File: config.mk
export PLATFORM = sky130hd
export DESIGN_NAME = axi_rr_arbiter
export DESIGN_NICKNAME = d
export VERILOG_FILES = /design/src/rtl/axi_rr_arbiter.sv
export SDC_FILE = /design/constraint.sdc
export NUM_CORES = 1
export LEC_CHECK = 0
export BUFFER_PORTS_ARGS = -buffer_cell sky130_fd_sc_hd__clkbuf_2
export CORE_AREA = 4 4 250 252
export CTS_CLUSTER_SIZE = 8
export DETAILED_ROUTE_END_ITERATION = 8
export DIE_AREA = 0 0 254 256
export GPL_ROUTABILITY_DRIVEN = 0
export PLACE_DENSITY_LB_ADDON = 0.3
export RECOVER_POWER = 100
export SYNTH_ARGS = -nofsm -noshare
export SYNTH_HDL_FRONTEND = slang
export SYNTH_SLANG_ARGS = --single-unit
File: constraint.sdc
create_clock -name aclk -period 2.19 [get_ports aclk]
set_input_delay 0 -clock aclk [delete_from_list [all_inputs] [get_ports aclk]]
set_output_delay 0 -clock aclk [all_outputs]
set_load 0.01 [all_outputs]
File: src/rtl/axi_rr_arbiter.sv
// axi_rr_arbiter
//   Round-robin arbiter that funnels NUM_MST cache-side masters onto one
//   AXI3 port. Reads and writes have separate FSMs and separate
//   round-robin pointers, so one read and one write can be in flight at once.
//
//   Optional feature (compile-time macro ARB_RAW_GUARD_EN):
//     A read is held back while a write to the same line
//     (address bits [31:LINE_W]) is in flight. Other reads are still granted.
//
//   Ports
//     aclk, aresetn            clock, async active-low reset
//     m_ar* / m_arready        per-master read address (flattened, master i at slice i)
//     m_rdata / m_rlast        read data, broadcast to all masters
//     m_rvalid / m_rready      read beat handshake, routed to the granted master
//     m_aw* / m_awready        per-master write address
//     m_w* / m_wready          per-master write data
//     m_bvalid / m_bready      write response, routed to the granted master
//     ar* r* aw* w* b*         AXI3 slave-side channels
//
//   Handshake semantics: every channel transfers on a rising edge where
//   valid and ready are both high. Valid never depends on ready. A granted
//   master's fields are sampled at grant time; later changes to its valid
//   or address do not affect the transaction already in progress.
//
//   Debug visibility: rd_state and wr_state are named enum signals.
module axi_rr_arbiter #(
  parameter int NUM_MST = 3,
  parameter int LINE_W  = 5
) (
  input  logic                 aclk,
  input  logic                 aresetn,
  // master read side
  input  logic [NUM_MST*32-1:0] m_araddr,
  input  logic [NUM_MST*8-1:0]  m_arlen,
  input  logic [NUM_MST*3-1:0]  m_arsize,
  input  logic [NUM_MST-1:0]    m_arvalid,
  output logic [NUM_MST-1:0]    m_arready,
  output logic [31:0]           m_rdata,
  output logic                  m_rlast,
  output logic [NUM_MST-1:0]    m_rvalid,
  input  logic [NUM_MST-1:0]    m_rready,
  // master write side
  input  logic [NUM_MST*32-1:0] m_awaddr,
  input  logic [NUM_MST*8-1:0]  m_awlen,
  input  logic [NUM_MST*3-1:0]  m_awsize,
  input  logic [NUM_MST-1:0]    m_awvalid,
  output logic [NUM_MST-1:0]    m_awready,
  input  logic [NUM_MST*32-1:0] m_wdata,
  input  logic [NUM_MST*4-1:0]  m_wstrb,
  input  logic [NUM_MST-1:0]    m_wlast,
  input  logic [NUM_MST-1:0]    m_wvalid,
  output logic [NUM_MST-1:0]    m_wready,
  output logic [NUM_MST-1:0]    m_bvalid,
  input  logic [NUM_MST-1:0]    m_bready,
  // AXI3 read address / data
  output logic [3:0]            arid,
  output logic [31:0]           araddr,
  output logic [7:0]            arlen,
  output logic [2:0]            arsize,
  output logic [1:0]            arburst,
  output logic [1:0]            arlock,
  output logic [3:0]            arcache,
  output logic [2:0]            arprot,
  output logic                  arvalid,
  input  logic                  arready,
  input  logic [3:0]            rid,
  input  logic [31:0]           rdata,
  input  logic [1:0]            rresp,
  input  logic                  rlast,
  input  logic                  rvalid,
  output logic                  rready,
  // AXI3 write address / data / response
  output logic [3:0]            awid,
  output logic [31:0]           awaddr,
  output logic [7:0]            awlen,
  output logic [2:0]            awsize,
  output logic [1:0]            awburst,
  output logic [1:0]            awlock,
  output logic [3:0]            awcache,
  output logic [2:0]            awprot,
  output logic                  awvalid,
  input  logic                  awready,
  output logic [3:0]            wid,
  output logic [31:0]           wdata,
  output logic [3:0]            wstrb,
  output logic                  wlast,
  output logic                  wvalid,
  input  logic                  wready,
  input  logic [3:0]            bid,
  input  logic [1:0]            bresp,
  input  logic                  bvalid,
  output logic                  bready
);

  localparam int IW = (NUM_MST > 1) ? $clog2(NUM_MST) : 1;

  typedef enum logic [1:0] {R_IDLE, R_ADDR, R_DATA} rd_state_t;
  typedef enum logic [1:0] {W_IDLE, W_ADDR, W_DATA, W_RESP} wr_state_t;

  rd_state_t rd_state, rd_state_nx;
  wr_state_t wr_state, wr_state_nx;

  logic [IW-1:0] rd_grant, rd_last, rd_pick;
  logic [IW-1:0] wr_grant, wr_last, wr_pick;
  logic [31:0]   rd_addr_q, wr_addr_q;
  logic [7:0]    rd_len_q, wr_len_q;
  logic [2:0]    rd_size_q, wr_size_q;

  logic [NUM_MST-1:0] rd_req;
  logic               rd_done, wr_done;

  // Unpacked views of the flattened master buses.
  logic [31:0] ar_addr_a [NUM_MST];
  logic [7:0]  ar_len_a  [NUM_MST];
  logic [2:0]  ar_size_a [NUM_MST];
  logic [31:0] aw_addr_a [NUM_MST];
  logic [7:0]  aw_len_a  [NUM_MST];
  logic [2:0]  aw_size_a [NUM_MST];
  logic [31:0] w_data_a  [NUM_MST];
  logic [3:0]  w_strb_a  [NUM_MST];

  always_comb begin
    for (int i = 0; i < NUM_MST; i++) begin
      ar_addr_a[i] = m_araddr[i*32 +: 32];
      ar_len_a[i]  = m_arlen[i*8 +: 8];
      ar_size_a[i] = m_arsize[i*3 +: 3];
      aw_addr_a[i] = m_awaddr[i*32 +: 32];
      aw_len_a[i]  = m_awlen[i*8 +: 8];
      aw_size_a[i] = m_awsize[i*3 +: 3];
      w_data_a[i]  = m_wdata[i*32 +: 32];
      w_strb_a[i]  = m_wstrb[i*4 +: 4];
    end
  end

  // First requester strictly after 'last', wrapping at NUM_MST.
  function automatic logic [IW-1:0] rr_pick(input logic [NUM_MST-1:0] req,
                                            input logic [IW-1:0]     last);
    logic [IW-1:0] pick;
    logic          found;
    int            idx;
    pick  = '0;
    found = 1'b0;
    for (int i = 1; i <= NUM_MST; i++) begin
      idx = int'(last) + i;
      if (idx >= NUM_MST) idx = idx - NUM_MST;
      if (!found && req[idx[IW-1:0]]) begin
        pick  = idx[IW-1:0];
        found = 1'b1;
      end
    end
    return pick;
  endfunction

`ifdef ARB_RAW_GUARD_EN
  // A read to the line of an in-flight write is masked out of arbitration;
  // wr_addr_q holds the write address from grant until W_IDLE is reached.
  always_comb begin
    for (int i = 0; i < NUM_MST; i++) begin
      rd_req[i] = m_arvalid[i] &&
                  !((wr_state != W_IDLE) &&
                    (ar_addr_a[i][31:LINE_W] == wr_addr_q[31:LINE_W]));
    end
  end
`else
  always_comb rd_req = m_arvalid;
`endif

  always_comb begin
    rd_pick = rr_pick(rd_req, rd_last);
    wr_pick = rr_pick(m_awvalid, wr_last);
  end

  assign rd_done = (rd_state == R_DATA) && rvalid && m_rready[rd_grant] && rlast;
  assign wr_done = (wr_state == W_RESP) && bvalid && m_bready[wr_grant];

  // Next-state logic
  always_comb begin
    rd_state_nx = rd_state;
    case (rd_state)
      R_IDLE:  if (|rd_req) rd_state_nx = R_ADDR;
      R_ADDR:  if (arready) rd_state_nx = R_DATA;
      R_DATA:  if (rd_done) rd_state_nx = R_IDLE;
      default: rd_state_nx = R_IDLE;
    endcase
  end

  always_comb begin
    wr_state_nx = wr_state;
    case (wr_state)
      W_IDLE:  if (|m_awvalid) wr_state_nx = W_ADDR;
      W_ADDR:  if (awready) wr_state_nx = W_DATA;
      W_DATA:  if (wvalid && wready && wlast) wr_state_nx = W_RESP;
      W_RESP:  if (wr_done) wr_state_nx = W_IDLE;
      default: wr_state_nx = W_IDLE;
    endcase
  end

  // State and grant registers
  always_ff @(posedge aclk or negedge aresetn) begin
    if (!aresetn) begin
      rd_state  <= R_IDLE;
      rd_grant  <= '0;
      rd_last   <= IW'(NUM_MST - 1);
      rd_addr_q <= '0;
      rd_len_q  <= '0;
      rd_size_q <= '0;
    end else begin
      rd_state <= rd_state_nx;
      if (rd_state == R_IDLE && |rd_req) begin
        rd_grant  <= rd_pick;
        rd_addr_q <= ar_addr_a[rd_pick];
        rd_len_q  <= ar_len_a[rd_pick];
        rd_size_q <= ar_size_a[rd_pick];
      end
      if (rd_done) rd_last <= rd_grant;
    end
  end

  always_ff @(posedge aclk or negedge aresetn) begin
    if (!aresetn) begin
      wr_state  <= W_IDLE;
      wr_grant  <= '0;
      wr_last   <= IW'(NUM_MST - 1);
      wr_addr_q <= '0;
      wr_len_q  <= '0;
      wr_size_q <= '0;
    end else begin
      wr_state <= wr_state_nx;
      if (wr_state == W_IDLE && |m_awvalid) begin
        wr_grant  <= wr_pick;
        wr_addr_q <= aw_addr_a[wr_pick];
        wr_len_q  <= aw_len_a[wr_pick];
        wr_size_q <= aw_size_a[wr_pick];
      end
      if (wr_done) wr_last <= wr_grant;
    end
  end

  // Read-side outputs
  always_comb begin
    arid      = 4'(rd_grant);
    araddr    = rd_addr_q;
    arlen     = rd_len_q;
    arsize    = rd_size_q;
    arburst   = 2'b01;
    arlock    = 2'b00;
    arcache   = 4'b0000;
    arprot    = 3'b000;
    arvalid   = (rd_state == R_ADDR);
    m_arready = '0;
    m_rvalid  = '0;
    rready    = 1'b0;
    m_rdata   = rdata;
    m_rlast   = rlast;
    if (rd_state == R_ADDR && arready) m_arready[rd_grant] = 1'b1;
    if (rd_state == R_DATA) begin
      m_rvalid[rd_grant] = rvalid;
      rready             = m_rready[rd_grant];
    end
  end

  // Write-side outputs; the W channel is a live pass-through of the grantee.
  always_comb begin
    awid      = 4'(wr_grant);
    awaddr    = wr_addr_q;
    awlen     = wr_len_q;
    awsize    = wr_size_q;
    awburst   = 2'b01;
    awlock    = 2'b00;
    awcache   = 4'b0000;
    awprot    = 3'b000;
    awvalid   = (wr_state == W_ADDR);
    wid       = 4'(wr_grant);
    wdata     = w_data_a[wr_grant];
    wstrb     = w_strb_a[wr_grant];
    wlast     = m_wlast[wr_grant];
    wvalid    = 1'b0;
    bready    = 1'b0;
    m_awready = '0;
    m_wready  = '0;
    m_bvalid  = '0;
    if (wr_state == W_ADDR && awready) m_awready[wr_grant] = 1'b1;
    if (wr_state == W_DATA) begin
      wvalid             = m_wvalid[wr_grant];
      m_wready[wr_grant] = wready;
    end
    if (wr_state == W_RESP) begin
      m_bvalid[wr_grant] = bvalid;
      bready             = m_bready[wr_grant];
    end
  end

  // Response IDs and status codes are intentionally not interpreted.
  logic unused_ok;
  assign unused_ok = ^{rid, rresp, bid, bresp};

endmodule

# [Word-level counts from Yosys, hierarchy flattened]
# Index checks and enable logic that the tools add are counted.
[totals] latchBits=0 rom_bits=0 ram_bits=0 reg_bits=98 n_memories=0 inputBits=436 output_inout_bits=210
[classes] magnitude_cmp=19 n_eq_ne=12 shift=0 mul=0 n_addsub=12 reduce_logical=27 bitwise_logic=6 mux=81 n_div=0
[op_table] cell="$bmux 32 s2" n=3
[op_table] cell="$mux 32" n=6
[op_table] cell="$mux 2" n=19
[op_table] cell="$bmux 8 s2" n=2
[op_table] cell="$mux 8" n=4
[op_table] cell="$mux 3" n=9
[op_table] cell="$lt 2x3->1 const B" n=8
[op_table] cell="$bmux 1 s2" n=10
[op_table] cell="$mux 1" n=19
[op_table] cell="$ge 3x2->1 const B" n=6
[op_table] cell="$logic_and 1x1->1" n=17
[op_table] cell="$add 2x2->3 const B" n=4
[op_table] cell="$bmux 3 s2" n=2
[op_table] cell="$sub 2x2->2 const B" n=6
[op_table] cell="$and 3x3->3" n=3
[op_table] cell="$ge 3x3->1 const B" n=3
[op_table] cell="$not 2->3" n=3
[op_table] cell="$bmux 4 s2" n=1
[op_table] cell="$mux 4" n=2
[op_table] cell="$ne 2x2->1 const B" n=4
[op_table] cell="$pmux 2 s4" n=1
[op_table] cell="$add 2x1->3 const B" n=2
[op_table] cell="$eq 2x2->1 const B" n=3
[op_table] cell="$ne 2x1->1 const B" n=3
[op_table] cell="9 further kinds" n=17

# [Longest topological paths before layout]
[logic_depth] depth_word=16 depth_mapped=10

# [Worst setup path after synthesis]
# No wires, ideal clock.
[synth_timing] kind="register to register" start="register wr_last[1]" end="register wr_addr_q[0], in the netlist awaddr[0]" arrival_ns=2.112 required_time_ns=2.055 path_stages_with_launch=11 slack_ns=-0.056 setup_time_ns=0.135 period_less_slack_ns=2.246 cell_sequence="dfstp_2 > inv_1 > ha_1 > buf_6 > nor2_1 > o22ai_1 > a21boi_1 > nand2b_1 > buf_4 > clkbuf_1 > o22ai_1"
[synth_between] elab_chain_cells=16 elab_cells_between_ends=31
[synth_rtl] item="start: declaration" line="104" rtl="logic [IW-1:0] wr_grant, wr_last, wr_pick;"
[synth_rtl] item="start signal: assignment" line="223" rtl="wr_last <= IW'(NUM_MST - 1);"
[synth_rtl] item="start signal: assignment" line="235" rtl="if (wr_done) wr_last <= wr_grant;"
[synth_rtl] item="$add 2x1->3" line="144" rtl="idx = int'(last) + i;"
[synth_rtl] item="$ge 3x2->1 or $sub 2x2->2 (tied branches)" line="145" rtl="if (idx >= NUM_MST) idx = idx - NUM_MST;"
[synth_rtl] item="$mux 2" line="145"
[synth_rtl] item="$bmux 1 s2" line="146" rtl="if (!found && req[idx[IW-1:0]]) begin"
[synth_rtl] item="$mux 1 (implied by the code)" line="146"
[synth_rtl] item="$mux 1" line="146"
[synth_rtl] item="$logic_not 1->1" line="146"
[synth_rtl] item="$logic_and 1x1->1" line="146"
[synth_rtl] item="$mux 1" line="146"
[synth_rtl] item="$logic_not 1->1" line="146"
[synth_rtl] item="$logic_and 1x1->1" line="146"
[synth_rtl] item="$mux 2 (*)" line="146"
[synth_rtl] item="$not 2->3 (implied by the code) (*)" line="231" rtl="wr_addr_q <= aw_addr_a[wr_pick];"
[synth_rtl] item="$bmux 32 s2 (*)" line="231"
[synth_rtl] item="$mux 32 (implied by the code) (*) (2 in a row)" line="231"
[synth_rtl] item="end signal: assignment" line="231"
[synth_rtl] item="end: declaration" line="105" rtl="logic [31:0] rd_addr_q, wr_addr_q;"
# Every way passes the cells marked *; elsewhere a longest branch is shown, timed or not. The select of a mux whose other input is x is not followed.
# A chain may end at the register's enable or synchronous reset.

# [Worst setup path in the final report]
[layout_timing] start="register wr_last[1]" end="register wr_addr_q[21], in the netlist awaddr[21]"
# Same word-level chain as after synthesis.

==> results.sh <==
export IMPL_hold_class="input port to output port"
export IMPL_synth_compound_area_share_pct=17.0
export IMPL_io_buffers=541
export IMPL_clockBufferDepth=2
export IMPL_yosysWarnings=0
export IMPL_clk_pin_slew_worst_paths_ps=80
export IMPL_wl_met2_um=22000
export IMPL_p_int_mw=9.59
export IMPL_detail_route_antenna_nets=0
export IMPL_wl_met1_um=16100
export IMPL_yosysSeqAreaShare_pct=35.1
export IMPL_syn2layout_area_growth_pct=101
export IMPL_synth_xor_area_share_pct=0
export IMPL_grt_util_all_layers_pct=11.9
export IMPL_cp_end_kind="register"
export IMPL_slew_headroom_pct=26.6
export IMPL_worst_pin_slew_ps=1100
export IMPL_synth_top_family_by_area="multiplexers"
export IMPL_ys_types=46
export IMPL_placed_cells=2083
export IMPL_synth_edf_count=0
export IMPL_grt_pass1_wl_um=58600
export IMPL_synth_simple_area_share_pct=14.1
export IMPL_max_stage_delay_ps=560
export IMPL_vias=9454
export IMPL_status="complete, but fails checks"
export IMPL_fin_crit_sh_pct=106
export IMPL_drive_gt1_share_pct=36.6
export IMPL_die_x_um=254
export IMPL_comb_power_share_pct=71.3
export IMPL_swShare_pct=46.6
export IMPL_cts_sinks=98
export IMPL_viasPerCell=3.95
export IMPL_slowest_stage="dfstp_2"
export IMPL_startpoint_type="register"
export IMPL_cap_violations=0
export IMPL_grt_pass1_vias=9756
export IMPL_skew_ps=11.9
export IMPL_dr_wl_met3_um=3780
export IMPL_peakVddDrop_mv=0.546
export IMPL_power_total_mw=18.0
export IMPL_grt_max_degree=66
export IMPL_path_cells="buf_6 > ha_4 > mux2_4 > and2_4 > o32a_4 > buf_12 > buf_12 > mux2i_2 > o22ai_1"
export IMPL_p_sw_mw=8.38
export IMPL_fmax_mhz=432
export IMPL_fin_util_pct=23.4
export IMPL_drt_iter0_markers=389
export IMPL_highest_layer="met5"
export IMPL_die_area_um2=65000
export IMPL_stdcell_count=2391
export IMPL_initial_utilization_pct=11.6
export IMPL_startpoint="wr_last[1]"
export IMPL_dp_slack_ps=-218
export IMPL_insertion_delay_ps=390
export IMPL_htree_levels=3
export IMPL_p_per_area_nw_per_um2=1280
export IMPL_r2r_start="wr_last[1]"
export IMPL_violations="setup timing"
export IMPL_synthFlopType="dfrtp_1"
export IMPL_crit_fanout=9
export IMPL_clock_power_share_pct=9.5
export IMPL_antenna_found_initial=5
export IMPL_fin_crit_ps=2310
export IMPL_core_area_um2=60100
export IMPL_path_class="register to register"
export IMPL_wire_per_inst_um=18.4
export IMPL_syn_avg_cell_area_um2=8.71
export IMPL_ys_async_sr_fraction_pct=100
export IMPL_postPlaceCellArea_um2=10600
export IMPL_drc=0
export IMPL_synthCells=803
export IMPL_rsz0062_at_grt="yes"
export IMPL_cts_tree="yes"
export IMPL_dp_hpwl_um=30300
export IMPL_critical_path_arrival_ps=2580
export IMPL_leakage_nw=6.65
export IMPL_final_setup_worst_slack_ps=-125
export IMPL_fin_nets=2047
export IMPL_worstPathRequired_ps=2460
export IMPL_synth_seq_cells=98
export IMPL_fill_cells=6566
export IMPL_io_pins=646
export IMPL_die_h_um=256
export IMPL_cts_root_buf="clkbuf_16"
export IMPL_min_from="rdata[17]"
export IMPL_syn_area_um2=7000
export IMPL_synth_area_mux_share_pct=19.2
export IMPL_placementRows=90
export IMPL_rrSetupSlack_ps=-120
export IMPL_synth_adder_area_share_pct=1.97
export IMPL_drt_pass1_iterations=5
export IMPL_crit_top_cell="buf_12"
export IMPL_totalWireLength_um=44000
export IMPL_setup_viol=43
export IMPL_p_seq_share_pct=19.2
export IMPL_grt_overflow=0
export IMPL_finalInstanceArea_um2=14100
export IMPL_numCtsBuffers=9
export IMPL_hold_viol=0
export IMPL_slew_viol_final=0
[final timing paths]
check                         endpoint  cells after the start
hold reg to reg               arlen[1]                      2
hold / removal             m_rdata[17]                      0
min in group asynchronous    araddr[2]                      3
setup reg to reg            awaddr[21]                      9
max in group asynchronous  wr_grant[1]                      3
setup / recovery            awaddr[21]                      9
[cell usage after synthesis, drive strengths merged, types with 3 or more instances]
library cell	number	area (um2)
mux2i	128	1280
dfrtp	96	2400
o21a	3	22.5
o2bb2ai	3	26.3
and2	3	21.3
clkbuf	36	135
o22ai	44	275
nor3	11	60.1
nand2	90	338
nand2b	8	50.1
inv	14	52.6
nor2	55	206
and3	3	18.8
nor2b	4	25.0
nand3	44	220
ha	11	138
a21oi	45	225
o211ai	44	330
buf	91	688
mux2	5	60.1
o21ai	44	224
[metal layers]
| metal | track usage [%] | vias to the layer above |
|---|---|---|
| met5 | 0 | - |
| met4 | 5.88 | 4 |
| met3 | 4.23 | 100 |
| met2 | 20.9 | 547 |
| met1 | 12.4 | 4434 |
| li1 | - | 4369 |
[final cells by class]
| type | instances | area (um2) | share of cell area, % |
|---|---|---|---|
| sequential | 98 | 2460 | 17.5 |
| tap | 782 | 978 | 6.96 |
| inverter | 14 | 57.6 | 0.410 |
| clock inverter | 6 | 50.0 | 0.356 |
| clock buffer | 10 | 229 | 1.63 |
| timing repair buffer | 887 | 6280 | 44.7 |
| multi-input combinational | 590 | 3990 | 28.4 |
| antenna | 4 | 10.0 | 0.0712 |
[power by group through the flow]
| stage | combinational [mW] | clock, mW | sequential [mW] |
|---|---|---|---|
| detailed placement | 10.6 | 0 | 3.47 |
| global route | 13.8 | 1.88 | 3.57 |
| global placement | 10.5 | 0 | 3.47 |
| finish | 12.8 | 1.72 | 3.45 |
| CTS | 11.5 | 1.84 | 3.47 |
| floorplan | 6.12 | 0 | 3.67 |
[state kept, by name, summed over array words and instances (netlist names)]
name      flops
araddr       32
awaddr       32
arlen         8
awlen         8
arsize        3
awsize        3
rd_grant      2
rd_last       2
rd_state      2
wr_grant      2
wr_last       2
wr_state      2
[metrics by stage]
step / hold slack, ps / setup TNS, ps
6_report: 0.0118 / -3810
5_1_grt: 0.0243 / -9290
4_1_cts: 0.0686 / -3560
3_5_place_dp: 0.0686 / -7630
3_3_place_gp: 0.0686 / -5480
2_1_floorplan: -296 / 0
[worst max-delay path, delay by kind of cell (launching register included)]
| kind | cells | cell delay [ps] |
|---|---|---|
| flops | 1 | 560 |
| mux | 2 | 480 |
| compound gates | 2 | 480 |
| fa+ha+maj | 1 | 120 |
| buf+inv | 3 | 400 |
| simple gates | 1 | 150 |
[what timing repair did]
action | CTS | global route
resized for setup | 14 | 52
setup endpoints to repair | 56 | 89
pin swaps | 4 | 25
hold buffers | 254 | 0
setup buffers | 5 | 16
cloned | 1 | 13
endpoints found under the hold margin | 188 | 0
[cells in the final DEF, fill, tap and decap left out, types with 9 or more instances in the layout]
cell             n
inv_1           10
dlygate4sd3_1  254
nand3_1         44
o21ai_0         42
clkbuf_1       109
clkbuf_2       438
mux2i_2         12
o211ai_1        44
nor2_1          54
o22ai_1         43
nand2_1         89
conb_1          28
buf_4           41
clkbuf_16       19
buf_12          18
buf_6            9
dfrtp_1         95
mux2i_1        116
nor3_1           9
a21oi_1         45
[logic make-up (layout without fill, tap and decap cells)]
kind of cell    count (synthesis)  in the layout
simple gates                  225            225
compound gates                193            193
buf+inv                       141            917
mux                           133            133
flops                          98             98
fa+ha+maj                      11             11
other cells                     2             32
Note: power is estimated with default switching activity, not from simulation.
